**src/rtl/prefix_carry_resolver.sv**
```systemverilog
// Kogge-Stone carry resolver with valid/ready flow control.
// Optional register after every prefix level; sticky g/p/k encoding check.
module prefix_carry_resolver #(
  parameter int WIDTH = 8,
  parameter int PIPE  = 1
) (
  input  logic             clk,
  input  logic             rst_n,
  input  logic             in_valid,
  output logic             in_ready,
  input  logic [WIDTH-1:0] g,
  input  logic [WIDTH-1:0] p,
  input  logic [WIDTH-1:0] k,
  input  logic             cin,
  output logic             out_valid,
  input  logic             out_ready,
  output logic [WIDTH-1:0] sum,
  output logic             cout,
  output logic             enc_err
);

  localparam int LEVELS = $clog2(WIDTH);
  localparam int NS     = (PIPE != 0) ? LEVELS : 1;

  typedef logic [WIDTH-1:0] vec_t;

  typedef struct packed {
    vec_t g;
    vec_t p;
  } gp_t;

  function automatic gp_t kogge_lvl(
    input gp_t x,
    input int  d
  );
    gp_t  y;
    vec_t low;
    low   = '1;
    low   = ~(low << d);
    y.g   = x.g | (x.p & (x.g << d));
    y.p   = x.p & ((x.p << d) | low);
    return y;
  endfunction

  function automatic gp_t kogge_all(
    input gp_t x
  );
    gp_t y;
    y = x;
    for (int l = 0; l < LEVELS; l++)
      y = kogge_lvl(y, 1 << l);
    return y;
  endfunction

  logic       rdy_q;
  logic       acc;
  logic       ld0;
  logic       ld_o;
  logic       fv;
  logic       fc;
  gp_t        fgp;
  vec_t       fpo;
  logic [WIDTH:0] c;
  vec_t       illegal;

  assign acc      = in_valid & in_ready;
  assign in_ready = rdy_q & ld0;
  assign ld_o     = ~out_valid | out_ready;

  generate
    if (PIPE != 0) begin : g_pipe
      logic [NS:0]   ld;
      logic [NS-1:0] v;
      logic [NS-1:0] cv;
      gp_t           gq [NS];
      vec_t          pq [NS];

      assign ld[NS] = ld_o;

      for (genvar j = 0; j < NS; j++) begin : g_st
        gp_t  ngp;
        vec_t np;
        logic nv;
        logic nc;
        logic vq;
        logic cq;
        gp_t  gpq;
        vec_t pqq;

        if (j == 0) begin : g_in
          assign ngp = kogge_lvl(gp_t'({g, p}), 1);
          assign np  = p;
          assign nc  = cin;
          assign nv  = acc;
        end else begin : g_mid
          assign ngp = kogge_lvl(gq[j-1], 1 << j);
          assign np  = pq[j-1];
          assign nc  = cv[j-1];
          assign nv  = v[j-1];
        end

        // empty stage, or its beat leaves this cycle
        assign ld[j] = ~vq | ld[j+1];

        always_ff @(posedge clk or negedge rst_n) begin
          if (!rst_n) begin
            vq  <= 1'b0;
            cq  <= 1'b0;
            gpq <= '0;
            pqq <= '0;
          end else if (ld[j]) begin
            vq <= nv;
            if (nv) begin
              cq  <= nc;
              gpq <= ngp;
              pqq <= np;
            end
          end
        end

        assign v[j]  = vq;
        assign cv[j] = cq;
        assign gq[j] = gpq;
        assign pq[j] = pqq;
      end

      assign ld0 = ld[0];
      assign fv  = v[NS-1];
      assign fgp = gq[NS-1];
      assign fpo = pq[NS-1];
      assign fc  = cv[NS-1];
    end else begin : g_comb
      assign ld0 = ld_o;
      assign fv  = acc;
      assign fgp = kogge_all(gp_t'({g, p}));
      assign fpo = p;
      assign fc  = cin;
    end
  endgenerate

  assign c = {fgp.g | (fgp.p & {WIDTH{fc}}), fc};

  always_ff @(posedge clk or negedge rst_n) begin
    if (!rst_n) begin
      out_valid <= 1'b0;
      sum       <= '0;
      cout      <= 1'b0;
    end else if (ld_o) begin
      out_valid <= fv;
      if (fv) begin
        sum  <= fpo ^ c[WIDTH-1:0];
        cout <= c[WIDTH];
      end
    end
  end

  // legal only when exactly one of g/p/k is set
  assign illegal = ~(g ^ p ^ k) | (g & p & k);

  always_ff @(posedge clk or negedge rst_n) begin
    if (!rst_n) begin
      enc_err <= 1'b0;
      rdy_q   <= 1'b0;
    end else begin
      rdy_q <= 1'b1;
      if (acc && (|illegal))
        enc_err <= 1'b1;
    end
  end

endmodule
```
**config.mk**
```make
export PLATFORM = sky130hd
export DESIGN_NAME = prefix_carry_resolver
export DESIGN_NICKNAME = d
export VERILOG_FILES = /design/src/rtl/prefix_carry_resolver.sv
export SDC_FILE = /design/constraint.sdc
export NUM_CORES = 1
export LEC_CHECK = 0
export BUFFER_PORTS_ARGS = -buffer_cell sky130_fd_sc_hd__buf_2
export CAP_MARGIN = 20
export CORE_ASPECT_RATIO = 0.9
export CORE_MARGIN = 2
export CORE_UTILIZATION = 35
export DETAILED_ROUTE_END_ITERATION = 12
export SETUP_SLACK_MARGIN = 0.5
export SLEW_MARGIN = 0
export SYNTH_ARGS = -nofsm -noshare
export SYNTH_HDL_FRONTEND = slang
export SYNTH_SLANG_ARGS = --single-unit
```
**constraint.sdc**
```tcl
create_clock -name clk -period 1.8 [get_ports clk]
set_input_delay 0.09 -clock clk [delete_from_list [all_inputs] [get_ports clk]]
set_output_delay 0.09 -clock clk [all_outputs]
set_load 0.03 [all_outputs]
```
==> out/results.ini <==
[floorplanning]
die_y_um=101
start_util_pct=35.8
core_sq_mm=0.0102
std_cell_rows=35
die_width_um=112
pin_count=41
die_area_sq_mm=0.0113

[drt]
drc=0
wl_per_cell_um=14.8
ant_nets=0
vias=2524
drt-total-wl_um=7770
detail_route.first_pass.iterations=4
vias_per_cell=4.82
drt_iter0_drc=92

[global_route]
grt_util_met1_pct=20.2
track_usage_pct=14.4
grt.met2_usage_pct=22.0
grt_pass1_vias=2498
gr-max-usage-layer=met2
grt_pass1_wl_um=12800
grt-ovfl-total=0
antenna_found_initial=0
met3_usage_pct=4.33
grt_start_max_net_pins=46

[clock_tree]
clockBufferDepth=2
cts_root_buf=clkbuf_16
clkLatencyLatePin_ns=0.33
cts.clk_slew.worst_paths_ns=0.06
htree_levels=3
cts_buffers=9
cts_tree=yes
cts.sinks=87

[yosys]
synth-warning-count=0
syn_nets=354
synth_top_flop_cell=dfrtp_1
async_flop_share_pct=100
synth-seq-cells=87
avgSynthCellArea_sq_um=11.6
synth_edf_count=0
synthCells=316
synth_cell_types=31
synth_area_sq_mm=0.00365
ys_seq_area_share_pct=59.6

[placed_design]
port_buffers=40
gp_congestion=0.797
hpwl_um=4900

[sta]
hold_violations=0
final.setup.tns_ns=0
max-slew-margin-rel_pct=65.2
fin_crit_sh_pct=86.2
fin_crit_ns=1.55
rsz0062_at_grt=true
slew_violations=0
setup_violations=0
finClkSkew_ns=0.00585
fmax_ghz=0.644
worst_slew_pin_slew_ns=0.520

[cells_and_area]
layout_commonest_cell=dfrtp_1
fillCellCount=912
layout-drive-gt1-share_pct=36.5
antenna_cells=0
synthToLayoutAreaGrowth_pct=33.4
final_cell_mix=dfrtp_1 (85), nand2_1 (58), buf_2 (38)
layout.nets=428

[run_status]
status=finished clean

[worst_setup_path]
required_ns=2.02
cp-end-kind=register
critPathKind=register to register
arrival_ns=1.77
cp_max_fo=5
cp-start-kind=register

[power]
powerDensity_mw_per_mm2=1200
p_leak_nw=2.35
finalPower_w=0.00584
ir_worst_vdd_mv=0.560

[run]
drv_cap=0

[hold_path]
hold_class=primary input to register

[synthesized netlist by cell type (2+ instances only)]
master	instances	area, sq um
nor2b_1	6	37.5
mux2_2	30	338
nand2_1	63	236
nor2_1	2	7.51
mux2_1	10	113
buf_2	7	35.0
xor2_1	7	61.3
nand2b_1	3	18.8
dfrtp_1	87	2180
inv_1	3	11.3
ha_1	9	113
a21oi_1	26	130
buf_4	2	15.0
o21ai_0	42	210
o22ai_1	3	18.8
[per-stage QoR]
stage	cell area, sq um	util, %	instances	hold WS [ns]	worst slack (ns)
2_1_floorplan	3720	-	316	-0.206	0.379
3_3_place_gp	4080	40.0	480	-0.0518	0.286
3_5_place_dp	4080	40.0	480	-0.0497	0.236
4_1_cts	4720	46.3	517	0.0248	0.221
5_1_grt	4880	47.8	524	0.0249	0.151
6_report	4880	47.8	524	0.0319	0.248
[cell families after synthesis]
logic type               synth area share [%]
multiplexers                             12.3
adder cells (fa/ha/maj)                  3.08
XOR/XNOR                                 1.68
AO/OA/AOI/OAI                            11.1
buffers and inverters                    2.22
other                                   0.103
AND/OR/NAND/NOR                          9.93
flip-flops                               59.6
[cell type report]
| class | count | area (sq um) | share of cell area (%) |
|---|---|---|---|
| clock buffer | 10 | 239 | 4.90 |
| multi-input combinational | 214 | 1540 | 31.5 |
| clock inverter | 6 | 60.1 | 1.23 |
| timing repair buffer | 75 | 688 | 14.1 |
| inverter | 3 | 11.3 | 0.231 |
| tap | 129 | 161 | 3.31 |
| sequential | 87 | 2180 | 44.7 |
[routing by layer]
layer | share of wire (%) | vias to the layer above
met4 | 1.2 | 0
met2 | 44 | 53
met3 | 4.4 | 10
met5 | 0 | -
met1 | 50 | 1213
li1 | - | 1248
[power by group]
part | internal (W) | leakage [nW] | switching, W
logic | 0.000659 | 1.13 | 0.000635
clock network | 0.00110 | 0.144 | 0.000734
registers | 0.00239 | 1.08 | 0.000316
total | 0.00415 | 2.35 | 0.00169
[critical path, cell delays in order, from the launching register on]
cell and delay, ns:
dfrtp_1 0.39, nand4b_4 0.15, buf_6 0.15, o211ai_4 0.19, buf_6 0.14, buf_16 0.12, mux2_4 0.29
[final timing paths]
| kind | slack, ns | depth (start not counted) | startpoint | endpoint |
|---|---|---|---|---|
| max | 0.25 | 6 | fv | g_pipe.g_st[0].pqq[1] |
| min | 0.03 | 2 | g[0] | g_pipe.g_st[0].gpq[8] |
| max reg2reg | 0.25 | 6 | fv | g_pipe.g_st[0].pqq[1] |
| min reg2reg | 0.47 | 2 | sum[1] | sum[1] |
| max in group asynchronous | 1.03 | 3 | rst_n | g_pipe.g_st[0].gpq[5] |
| min in group asynchronous | 0.14 | 2 | rst_n | rdy_q |
[sequential cells by signal, summed over array words and instances (netlist names)]
register and flops:
g_pipe.g_st.pqq 14, g_pipe.g_st.gpq 32, out_valid 1, g_pipe.g_st.cq 2, fgp 16, fv 1, fc 1, g_pipe.g_st.vq 2
fpo 7, enc_err 1, rdy_q 1, sum 8, cout 1
[timing repair]
item / CTS / global route
pin swaps: 4 / 6
buffers inserted: 15 / 4
hold endpoints to repair: 88 / 0
endpoints found under the setup margin: 57 / 75
cloned: 4 / 3
hold buffers: 2 / 0
gates resized for setup: 24 / 26
No activity file was read; power rests on OpenSTA's default activity.
